File: src/rtl/tmds_channel_decoder_pkg.sv
// Shared TMDS definitions: symbol/data widths, the four control tokens
// and the alignment state encoding used by the channel decoder.
package tmds_pkg;

    localparam int SYMBOL_W = 10;
    localparam int DATA_W   = 8;

    // Control tokens as they appear on the wire, bit 0 received first.
    localparam logic [SYMBOL_W-1:0] TOKEN_C00 = 10'h354;
    localparam logic [SYMBOL_W-1:0] TOKEN_C01 = 10'h0AB;
    localparam logic [SYMBOL_W-1:0] TOKEN_C10 = 10'h154;
    localparam logic [SYMBOL_W-1:0] TOKEN_C11 = 10'h2AB;

    typedef enum logic [0:0] {
        SEARCH = 1'b0,
        LOCKED = 1'b1
    } tmds_state_e;

endpackage

File: src/rtl/tmds_channel_decoder_if.sv
// Bundle between a channel deserializer (master) and the channel decoder
// (slave): raw words go in, decoded pixel stream and alignment status come out.
interface tmds_channel_decoder_if
    import tmds_pkg::*;
();

    logic [SYMBOL_W-1:0] din;
    logic                de;
    logic [1:0]          ctrl;
    logic [DATA_W-1:0]   data;
    logic                locked;
    logic [3:0]          offset;

    modport master (
        output din,
        input  de, ctrl, data, locked, offset
    );

    modport slave (
        input  din,
        output de, ctrl, data, locked, offset
    );

endinterface

File: src/rtl/tmds_channel_decoder_symbol_decode.sv
// Purely combinational TMDS symbol decoder: classifies a 10-bit symbol as a
// control token (with its 2-bit code) and undoes the transition-minimising
// data encoding. Kept separate so island/audio decoding can reuse it.
module tmds_symbol_decode
    import tmds_pkg::*;
(
    input  logic [SYMBOL_W-1:0] symbol,
    output logic                is_token,
    output logic [1:0]          ctrl,
    output logic [DATA_W-1:0]   data
);

    logic [DATA_W-1:0] unmasked;

    // Match the symbol against the four control tokens.
    always_comb begin
        is_token = 1'b1;
        ctrl     = 2'b00;
        case (symbol)
            TOKEN_C00: ctrl = 2'b00;
            TOKEN_C01: ctrl = 2'b01;
            TOKEN_C10: ctrl = 2'b10;
            TOKEN_C11: ctrl = 2'b11;
            default:   is_token = 1'b0;
        endcase
    end

    // Undo the optional inversion (bit 9), then the XOR/XNOR chain (bit 8).
    always_comb begin
        unmasked = symbol[DATA_W-1:0] ^ {DATA_W{symbol[9]}};
        data     = '0;
        data[0]  = unmasked[0];
        for (int i = 1; i < DATA_W; i++) begin
            data[i] = symbol[8] ? (unmasked[i] ^ unmasked[i-1])
                                : ~(unmasked[i] ^ unmasked[i-1]);
        end
    end

endmodule

File: src/rtl/tmds_channel_decoder.sv
// One TMDS receive channel: bit-slips the raw deserializer words until runs
// of control tokens line up, then decodes the aligned symbols into DE,
// control code and data byte with a two-register pipeline.
module tmds_channel_decoder
    import tmds_pkg::*;
#(
    parameter int LOCK_TOKENS   = 8,
    parameter int SEARCH_CYCLES = 2048
) (
    input  logic                  clk_pixel,
    input  logic                  reset,
    tmds_channel_decoder_if.slave bus
);

    localparam int RUN_W  = $clog2(LOCK_TOKENS + 1);
    localparam int TCNT_W = (SEARCH_CYCLES > 1) ? $clog2(SEARCH_CYCLES) : 1;

    localparam logic [RUN_W-1:0]  RUN_FULL   = RUN_W'(LOCK_TOKENS);
    localparam logic [RUN_W-1:0]  RUN_ALMOST = RUN_W'(LOCK_TOKENS - 1);
    localparam logic [TCNT_W-1:0] TCNT_LAST  = TCNT_W'(SEARCH_CYCLES - 1);
    localparam logic [3:0]        OFFSET_MAX = 4'd9;

    logic [SYMBOL_W-1:0]   prev;
    logic [2*SYMBOL_W-1:0] window;
    logic [SYMBOL_W-1:0]   aligned;
    logic [SYMBOL_W-1:0]   stage1;

    logic                  s1_is_token;
    logic [1:0]            s1_ctrl;
    logic [DATA_W-1:0]     s1_data;

    logic [RUN_W-1:0]      run;
    logic [TCNT_W-1:0]     tcnt;
    logic                  stale;
    tmds_state_e           state;
    logic [3:0]            offset;

    logic                  de_q;
    logic [1:0]            ctrl_q;
    logic [DATA_W-1:0]     data_q;

    logic                  count_ok;
    logic                  run_hit;
    logic                  timeout;

    // The previous word sits in the low half so bit 0 is the oldest bit.
    assign window = {bus.din, prev};

    // Pick the 10-bit symbol starting at the current slip offset.
    always_comb begin
        aligned = window[SYMBOL_W-1:0];
        for (int k = 0; k < SYMBOL_W; k++) begin
            if (offset == 4'(k)) begin
                aligned = window[k +: SYMBOL_W];
            end
        end
    end

    // Capture the last raw word and the aligned symbol (pipeline stage 1).
    always_ff @(posedge clk_pixel or posedge reset) begin
        if (reset) begin
            prev   <= '0;
            stage1 <= '0;
        end else begin
            prev   <= bus.din;
            stage1 <= aligned;
        end
    end

    tmds_symbol_decode u_decode (
        .symbol   (stage1),
        .is_token (s1_is_token),
        .ctrl     (s1_ctrl),
        .data     (s1_data)
    );

    // A word captured under the old offset right after a slip must not count.
    assign count_ok = s1_is_token && !stale;
    assign run_hit  = count_ok && (run >= RUN_ALMOST);
    assign timeout  = (tcnt == TCNT_LAST);

    // Token-run and timeout tracking; a completed run outranks a timeout.
    always_ff @(posedge clk_pixel or posedge reset) begin
        if (reset) begin
            run    <= '0;
            tcnt   <= '0;
            stale  <= 1'b0;
            state  <= SEARCH;
            offset <= '0;
        end else if (run_hit) begin
            run   <= RUN_FULL;
            tcnt  <= '0;
            stale <= 1'b0;
            state <= LOCKED;
        end else if (timeout) begin
            run    <= '0;
            tcnt   <= '0;
            stale  <= 1'b1;
            state  <= SEARCH;
            offset <= (offset == OFFSET_MAX) ? 4'd0 : offset + 4'd1;
        end else begin
            tcnt  <= tcnt + 1'b1;
            stale <= 1'b0;
            run   <= count_ok ? run + 1'b1 : '0;
        end
    end

    // Register the decoded symbol (stage 2), blanked while unaligned.
    always_ff @(posedge clk_pixel or posedge reset) begin
        if (reset) begin
            de_q   <= 1'b0;
            ctrl_q <= 2'b00;
            data_q <= '0;
        end else if (state != LOCKED) begin
            de_q   <= 1'b0;
            ctrl_q <= 2'b00;
            data_q <= '0;
        end else if (s1_is_token) begin
            de_q   <= 1'b0;
            ctrl_q <= s1_ctrl;
            data_q <= '0;
        end else begin
            de_q   <= 1'b1;
            ctrl_q <= 2'b00;
            data_q <= s1_data;
        end
    end

    assign bus.de     = de_q;
    assign bus.ctrl   = ctrl_q;
    assign bus.data   = data_q;
    assign bus.locked = (state == LOCKED);
    assign bus.offset = offset;

endmodule

File: src/flat_wrapper.sv
// flat-port wrapper written by rule: the top's interface ports become plain ports
module tmds_channel_decoder_flat import tmds_pkg::*;
#(
    parameter int LOCK_TOKENS   = 8,
    parameter int SEARCH_CYCLES = 2048
)
  (clk_pixel, reset, bus_din, bus_de, bus_ctrl, bus_data, bus_locked, bus_offset);
  tmds_channel_decoder_if bus_i ();
  input  logic clk_pixel;
  input  logic reset;
  input wire logic [$bits(bus_i.din)-1:0] bus_din;
  output wire logic [$bits(bus_i.de)-1:0] bus_de;
  output wire logic [$bits(bus_i.ctrl)-1:0] bus_ctrl;
  output wire logic [$bits(bus_i.data)-1:0] bus_data;
  output wire logic [$bits(bus_i.locked)-1:0] bus_locked;
  output wire logic [$bits(bus_i.offset)-1:0] bus_offset;
  assign bus_i.din = bus_din;
  assign bus_de = bus_i.de;
  assign bus_ctrl = bus_i.ctrl;
  assign bus_data = bus_i.data;
  assign bus_locked = bus_i.locked;
  assign bus_offset = bus_i.offset;
  tmds_channel_decoder #(.LOCK_TOKENS(LOCK_TOKENS), .SEARCH_CYCLES(SEARCH_CYCLES)) u_core (.clk_pixel(clk_pixel), .reset(reset), .bus(bus_i));
endmodule
File: config.mk
export PLATFORM = sky130hd
export DESIGN_NAME = tmds_channel_decoder_flat
export DESIGN_NICKNAME = d
export VERILOG_FILES = /design/src/rtl/tmds_channel_decoder_pkg.sv /design/src/rtl/tmds_channel_decoder_if.sv /design/src/rtl/tmds_channel_decoder_symbol_decode.sv /design/src/rtl/tmds_channel_decoder.sv /design/src/flat_wrapper.sv
export SDC_FILE = /design/constraint.sdc
export NUM_CORES = 1
export LEC_CHECK = 0
export ABC_AREA = 1
export CAP_MARGIN = 20
export CORE_MARGIN = 3
export CORE_UTILIZATION = 50
export CTS_CLUSTER_SIZE = 12
export DETAILED_ROUTE_END_ITERATION = 12
export MAX_ROUTING_LAYER = met4
export PLACE_DENSITY = 0.79
export SYNTH_ARGS = -nofsm -noshare
export SYNTH_HDL_FRONTEND = slang
export SYNTH_HIERARCHICAL = 1
export SYNTH_SLANG_ARGS = --single-unit
File: constraint.sdc
create_clock -name clk_pixel -period 2.3 [get_ports clk_pixel]
set_clock_uncertainty 0.1 [all_clocks]
set_input_delay 0.46 -clock clk_pixel [delete_from_list [all_inputs] [get_ports clk_pixel]]
set_output_delay 0.46 -clock clk_pixel [all_outputs]
set_load 0.02 [all_outputs]
==> results of run 1 <==
-- registers in the layout (all words and copies together), names as in the netlist --
signal and flops:
u_core/tcnt 11, u_core/prev 10, u_core/stage1 10, u_core/bus.data 8, u_core/bus.offset 4, u_core/run 4, u_core/bus.ctrl 2, u_core/bus.de 1
u_core/bus.locked 1, u_core/stale 1
-- cells in the final DEF, fill, tap and decap left out --
cell type	count
xor2_4	1
nor3b_4	1
ha_1	2
buf_12	1
o21ai_0	26
nor2_2	6
buf_4	12
clkinv_1	5
nor3_4	1
inv_1	54
clkdlybuf4s50_1	27
nor2_4	4
clkinv_4	1
nor3_1	5
clkbuf_8	5
clkinvlp_4	1
nor2_1	44
xor2_1	9
nor3_2	1
dfrtp_1	52
nand2_2	10
nand4_1	2
xnor2_1	5
a21oi_1	34
clkbuf_1	1
or2_2	3
o21ai_1	2
nand3_1	47
nand2_1	116
a31oi_1	1
inv_2	9
-- power by group through the flow --
stage               Clock [mW]  Sequential (mW)  Combinational [mW]
global placement             0            0.972               0.152
CTS                      0.521            0.953               0.155
floorplan                    0            0.965              0.0996
detailed placement           0            0.971               0.155
global route             0.570            0.956               0.176
finish                   0.511            0.954               0.154
-- worst paths after layout --
kind	to	slack, ps	from
hold reg to reg	u_core/tcnt[0]$_DFF_PP0_	370	u_core/tcnt[0]$_DFF_PP0_
min in group clk_pixel	u_core/tcnt[0]$_DFF_PP0_	370	u_core/tcnt[0]$_DFF_PP0_
hold / removal	u_core/prev[4]$_DFF_PP0_	350	reset
max in group asynchronous	u_core/run[0]$_DFF_PP0_	1240	reset
setup / recovery	u_core/bus.offset[3]$_DFFE_PP0P_	240	u_core/tcnt[0]$_DFF_PP0_
setup reg to reg	u_core/bus.offset[3]$_DFFE_PP0P_	240	u_core/tcnt[0]$_DFF_PP0_
-- critical path, delay by kind of cell, from the launching register on --
family / cells / cell delay, ps
AND/OR/NAND/NOR: 9 / 1050
flip-flops: 1 / 380
adder cells (fa/ha/maj): 1 / 190
AO/OA/AOI/OAI: 1 / 250
-- final cells by class --
type	count	area, um^2	share of cell area (%)
Multi-Input combinational cell	320	1570	42.6
Sequential cell	52	1300	35.2
Timing Repair Buffer	40	380	10.3
Inverter	68	255	6.91
Tap cell	75	93.8	2.54
Clock buffer	6	72.6	1.96
Clock inverter	2	16.3	0.440
-- per-stage QoR --
step / hold WS, ps / std cells / total power, mW / utilization (%) / area [um^2]
after floorplan: 332 / 452 / 1.06 / - / 3200
after global placement: 350 / 555 / 1.12 / 59.5 / 3600
after detailed placement: 355 / 555 / 1.13 / 59.5 / 3600
after CTS: 358 / 563 / 1.63 / 60.9 / 3690
after global routing: 372 / 563 / 1.70 / 60.9 / 3690
final: 354 / 563 / 1.62 / 60.9 / 3690
-- Yosys cell counts, drive strengths merged --
master  number  area share [%]
a21oi       34             5.3
a31oi        1            0.20
buf          8             1.6
clkbuf       4            0.47
clkinv       5            0.59
dfrtp       52              41
ha           2            0.78
inv         63             7.4
nand2      126              16
nand3       47             7.4
nand4        2            0.39
nor2        54             7.7
nor3         7             1.6
nor3b        1            0.59
o21ai       28             4.4
or2          3            0.59
xnor2        5             1.4
xor2        10             3.3
-- layer usage --
layer | part of all wire [%] | track usage, % | routed length (um) | vias up
met3 | 6.8 | 2.98 | 485 | 11
li1 | - | - | - | 1480
met4 | 1.5 | 7.63 | 110 | 0
met2 | 48 | 32.9 | 3400 | 121
met5 | 0 | - | 0 | -
met1 | 44 | 28.4 | 3110 | 1350
-- timing repair --
action / 4_1_cts / 5_1_grt
gates resized for setup: 0 / 1
hold buffers: 0 / 0
setup endpoints to repair: 0 / 3
-- logic make-up after synthesis --
group	share of synthesized area, %
simple gates	33.8
xor+xnor	4.70
buf+inv	10.1
compound gates	9.90
fa+ha+maj	0.782
flops	40.7
==> results.py, run 1 <==
metrics = {
    "routing": {
        "ant_nets": 0,
        "routed_wl_um": 7110,
        "wire_per_inst_um": 12.6,
        "vias_per_cell": 5.26,
        "num_vias": 2962,
        "drt-pass1-iter-count": 5,
        "drtIter0Drc": 160,
        "drc": 0,
    },
    "final_layout": {
        "drive_gt1_share_pct": 11.5,
        "antenna_cells": 0,
        "fillers": 543,
        "syn2layout_area_growth_pct": 15.5,
        "fin_nets": 501,
    },
    "sta": {
        "setup_ws_ps": 238,
        "slew_violations": 0,
        "max_slew_margin_pct": 72.9,
        "min_period_ps": 2060,
        "period_share_pct": 89.7,
        "finalSetupTns_ps": 0,
        "fmax_mhz": 485,
        "tightest_slew_ps": 404,
        "setup_viol": 0,
        "rsz0062_at_grt": "false",
        "finalHoldViolCount": 0,
    },
    "power": {
        "clkPwrFrac_pct": 31.5,
        "p_leak_nw": 1.80,
        "power.internal_mw": 1.21,
        "pwr-share-seq_pct": 58.9,
        "combPwrFrac_pct": 9.5,
        "p_sw_uw": 405,
        "p_per_area_nw_per_um2": 438,
        "peakVddDrop_v": 0.000353,
        "swShare_pct": 25.0,
    },
    "clock_tree": {
        "cts_buffers": 5,
        "cts_tree": "done",
        "h-tree-depth": 2,
        "root_buffer": "clkbuf_8",
        "clk_pin_slew_worst_paths_ps": 90,
        "clock_latency_ps": 300,
        "cts.path.max_buffers": 2,
        "postCtsSetupRepairBufs": 0,
        "cts.sinks": 52,
    },
    "synth": {
        "ys_ff_latch": 52,
        "yosysWarnings": 6,
        "yosysSeqAreaShare_pct": 40.7,
        "syn_avg_cell_area_um2": 7.08,
        "synth_cells": 452,
        "synth_nets": 466,
        "synth_cell_types": 27,
        "netlist_area_um2": 3200,
    },
    "critical_path": {
        "crit_slowest_cell": "dfrtp_1",
        "crit_chain": "ha_1, nand2_2, nor2_2, nand2_2, nor3b_4, nand2_2, nor2_4, nand2_2, nor2_2, nand2_1, o21ai_0",
        "r2r_cells": 11,
        "cp-end-kind": "flip-flop",
        "required_ps": 2400,
        "crit_path_start_kind": "flip-flop",
        "arrival_ps": 2160,
        "crit_type": "reg2reg",
        "crit_top_cell": "nand2_2",
        "critPathMaxFanout": 3,
        "max_stage_delay_ps": 380,
    },
    "floorplan": {
        "core_um2": 6060,
        "start_util_pct": 52.8,
        "rows": 28,
        "die_width_um": 86.0,
        "die_area_um2": 7390,
        "ios": 28,
        "chipHeight_um": 86.0,
    },
    "outcome": {
        "status": "complete, no violations",
    },
    "place": {
        "dp_hpwl_um": 5450,
        "dpl_worst_slack_ps": 262,
        "place.port_buffers": 27,
        "place_congestion": 0.903,
    },
    "grt": {
        "grtUsageTotal_pct": 21.2,
        "antenna_found_initial": 0,
        "grt_pass1_wl_um": 12400,
        "grt_overflow": 0,
        "grt_pass1_vias": 2760,
        "grt_start_max_net_pins": 37,
    },
    "job": {
        "drv_cap": 0,
    },
    "min_path": {
        "hold_path.class": "in2async",
    },
}
(Power assumes the default switching activity.)
==> inputs of run 2 (changes only) <==
--- a/config.mk
+++ b/config.mk
@@ -11,6 +11,7 @@
 export CORE_UTILIZATION = 50
 export CTS_CLUSTER_SIZE = 12
 export DETAILED_ROUTE_END_ITERATION = 12
+export GPL_ROUTABILITY_DRIVEN = 0
 export MAX_ROUTING_LAYER = met4
 export PLACE_DENSITY = 0.79
 export SYNTH_ARGS = -nofsm -noshare
==> run 2 against run 1 <==
Compared with the run above:
- count of clock-buffer cells in the layout did not move
- clock power grew 25%
- global-route usage grew 1.1 points
- register-to-register slack barely moved
- first-iteration DRC count grew 11%
- critical endpoint is now u_core/stage1[3]$_DFF_PP0_
- largest power group unchanged
==> results.py, run 2 (synthesis gave the netlist of run 1 again) <==
metrics = {
    "outcome": {
        "status": "complete, no violations",
    },
    "clock_tree": {
        "h-tree-depth": 2,
        "cts.path.max_buffers": 2,
        "root_buffer": "clkbuf_8",
        "cts_buffers": 5,
        "clk_pin_slew_worst_paths_ps": 90,
        "cts.sinks": 52,
        "hold_buffers": 0,
        "postCtsSetupRepairBufs": 0,
        "cts_tree": "done",
        "clock_latency_ps": 320,
    },
    "critical_path": {
        "crit_top_cell": "nand2_1",
        "arrival_ps": 2160,
        "critPathMaxFanout": 13,
        "path_delay_family": "simple AND/OR/NAND/NOR gates",
        "required_ps": 2400,
        "crit_slowest_cell": "dfrtp_1",
        "max_stage_delay_ps": 460,
        "crit_chain": "nand2_2, inv_1, nand2_1, inv_1, a21oi_1, nand2_1, nand3_1, nand3_1, nand2_1, nand2_1, nand2_1, a21oi_1",
        "crit_type": "reg2reg",
        "crit_path_start_kind": "flip-flop",
        "crit_buf_inv": 2,
        "cp-end-kind": "flip-flop",
    },
    "final_layout": {
        "antenna_cells": 0,
        "fin_nets": 501,
        "drive_gt1_share_pct": 11.5,
        "layout_commonest_cell": "nand2_1",
        "final_cell_mix": "116 x nand2_1, 54 x inv_1, 52 x dfrtp_1",
        "syn2layout_area_growth_pct": 16.2,
        "largest_reg_flops": 11,
        "largest_registers": "u_core/tcnt x11, u_core/prev x10, u_core/stage1 x10",
        "regMostFlops": "u_core/tcnt",
        "final_util_pct": 61.3,
    },
    "grt": {
        "grtUsageTotal_pct": 22.3,
        "grt_overflow": 0,
        "grt_pass1_wl_um": 12800,
        "antenna_found_initial": 0,
        "grt_pass1_vias": 2718,
        "grt_start_max_net_pins": 34,
    },
    "routing": {
        "routed_wl_um": 7580,
        "drt-pass1-iter-count": 5,
        "num_vias": 2992,
        "drtIter0Drc": 178,
        "drc": 0,
        "vias_per_cell": 5.31,
        "wire_per_inst_um": 13.5,
        "ant_nets": 0,
    },
    "floorplan": {
        "chipHeight_um": 86.0,
        "core_um2": 6060,
        "rows": 28,
        "die_width_um": 86.0,
        "ios": 28,
        "start_util_pct": 52.8,
        "die_area_um2": 7390,
    },
    "place": {
        "dp_hpwl_um": 5700,
        "place.port_buffers": 27,
    },
    "sta": {
        "finalHoldViolCount": 0,
        "slew_violations": 0,
        "tightest_slew_ps": 451,
        "max_slew_margin_pct": 69.9,
        "rsz0062_at_grt": "false",
        "period_share_pct": 89.5,
        "finalSetupTns_ps": 0,
        "setup_viol": 0,
        "timing.hold.ws_ps": 367,
        "min_period_ps": 2060,
        "fmax_mhz": 486,
    },
    "power": {
        "peakVddDrop_v": 0.000364,
        "p_per_area_nw_per_um2": 472,
        "p_leak_nw": 1.81,
    },
    "min_path": {
        "hold_path.class": "in2async",
    },
    "job": {
        "drv_cap": 0,
    },
}
[run 2: changes by cell type in the layout (fill, tap and decap cells not counted)]
cell        previous run  this run
clkinv_4               1         0
inv_6                  0         1
clkinvlp_4             1         0
bufinv_16              0         1
[run 2: area by class of cell]
| cell class | instances | area, um^2 |
|---|---|---|
| fillers | 557 | 2340 |
| multi-input cells | 320 | 1570 |
| flip-flops and latches | 52 | 1300 |
| repair buffers | 40 | 380 |
| inverters | 68 | 255 |
| well taps | 75 | 93.8 |
| clock buffers | 6 | 72.6 |
| clock inverters | 2 | 38.8 |
[run 2: metrics by stage]
stage	total power [mW]	cell area (um^2)	setup slack [ps]	std cells
after CTS	1.77	3720	235	563
after floorplan	1.06	3200	314	452
after global placement	1.12	3600	318	555
final	1.75	3720	242	563
after detailed placement	1.13	3600	240	555
after global routing	1.83	3720	44.1	563
[run 2: worst reg2reg max path, delay by kind of cell, from the launching register on]
family	cells	cell delay, ps
AO/OA/AOI/OAI	2	220
buffers and inverters	2	320
flip-flops	1	460
AND/OR/NAND/NOR	8	860
[run 2: path summary, 6_finish.rpt]
kind | cells after the start | slack [ps] | from | to
setup / recovery | 12 | 240 | u_core/bus.offset[0]$_DFFE_PP0P_ | u_core/stage1[3]$_DFF_PP0_
hold / removal | 2 | 370 | reset | u_core/tcnt[6]$_DFF_PP0_
setup reg to reg | 12 | 240 | u_core/bus.offset[0]$_DFFE_PP0P_ | u_core/stage1[3]$_DFF_PP0_
hold reg to reg | 1 | 370 | u_core/tcnt[0]$_DFF_PP0_ | u_core/tcnt[0]$_DFF_PP0_
max in group asynchronous | 3 | 1200 | reset | u_core/run[2]$_DFF_PP0_
min in group clk_pixel | 1 | 370 | u_core/tcnt[0]$_DFF_PP0_ | u_core/tcnt[0]$_DFF_PP0_
[run 2: where the power goes]
part | internal [mW] | switching, mW
sequential | 0.931 | 0.0229
clock | 0.329 | 0.310
combinational | 0.0662 | 0.0921
[run 2: metal layers]
| metal | share of wire (%) | global-route usage [%] | wire, um |
|---|---|---|---|
| met1 | 44 | 29.4 | 3330 |
| met4 | 0.59 | 6.04 | 45 |
| met2 | 49 | 35.9 | 3730 |
| met3 | 6.2 | 3.27 | 473 |
| met5 | 0 | - | 0 |
[run 2: timing repair]
action / in CTS / in global routing
hold endpoints to repair: 0 / 0
setup endpoints to repair: 0 / 2
resized for setup: 0 / 1
==> inputs of run 3 (changes only) <==
--- a/config.mk
+++ b/config.mk
@@ -14,7 +14,9 @@
 export GPL_ROUTABILITY_DRIVEN = 0
 export MAX_ROUTING_LAYER = met4
 export PLACE_DENSITY = 0.79
+export SKIP_LAST_GASP = 1
 export SYNTH_ARGS = -nofsm -noshare
 export SYNTH_HDL_FRONTEND = slang
 export SYNTH_HIERARCHICAL = 1
 export SYNTH_SLANG_ARGS = --single-unit
+export TNS_END_PERCENT = 30
==> results of run 3 <==
No change in the layout: final DEF, timing and power equal those of run 2.
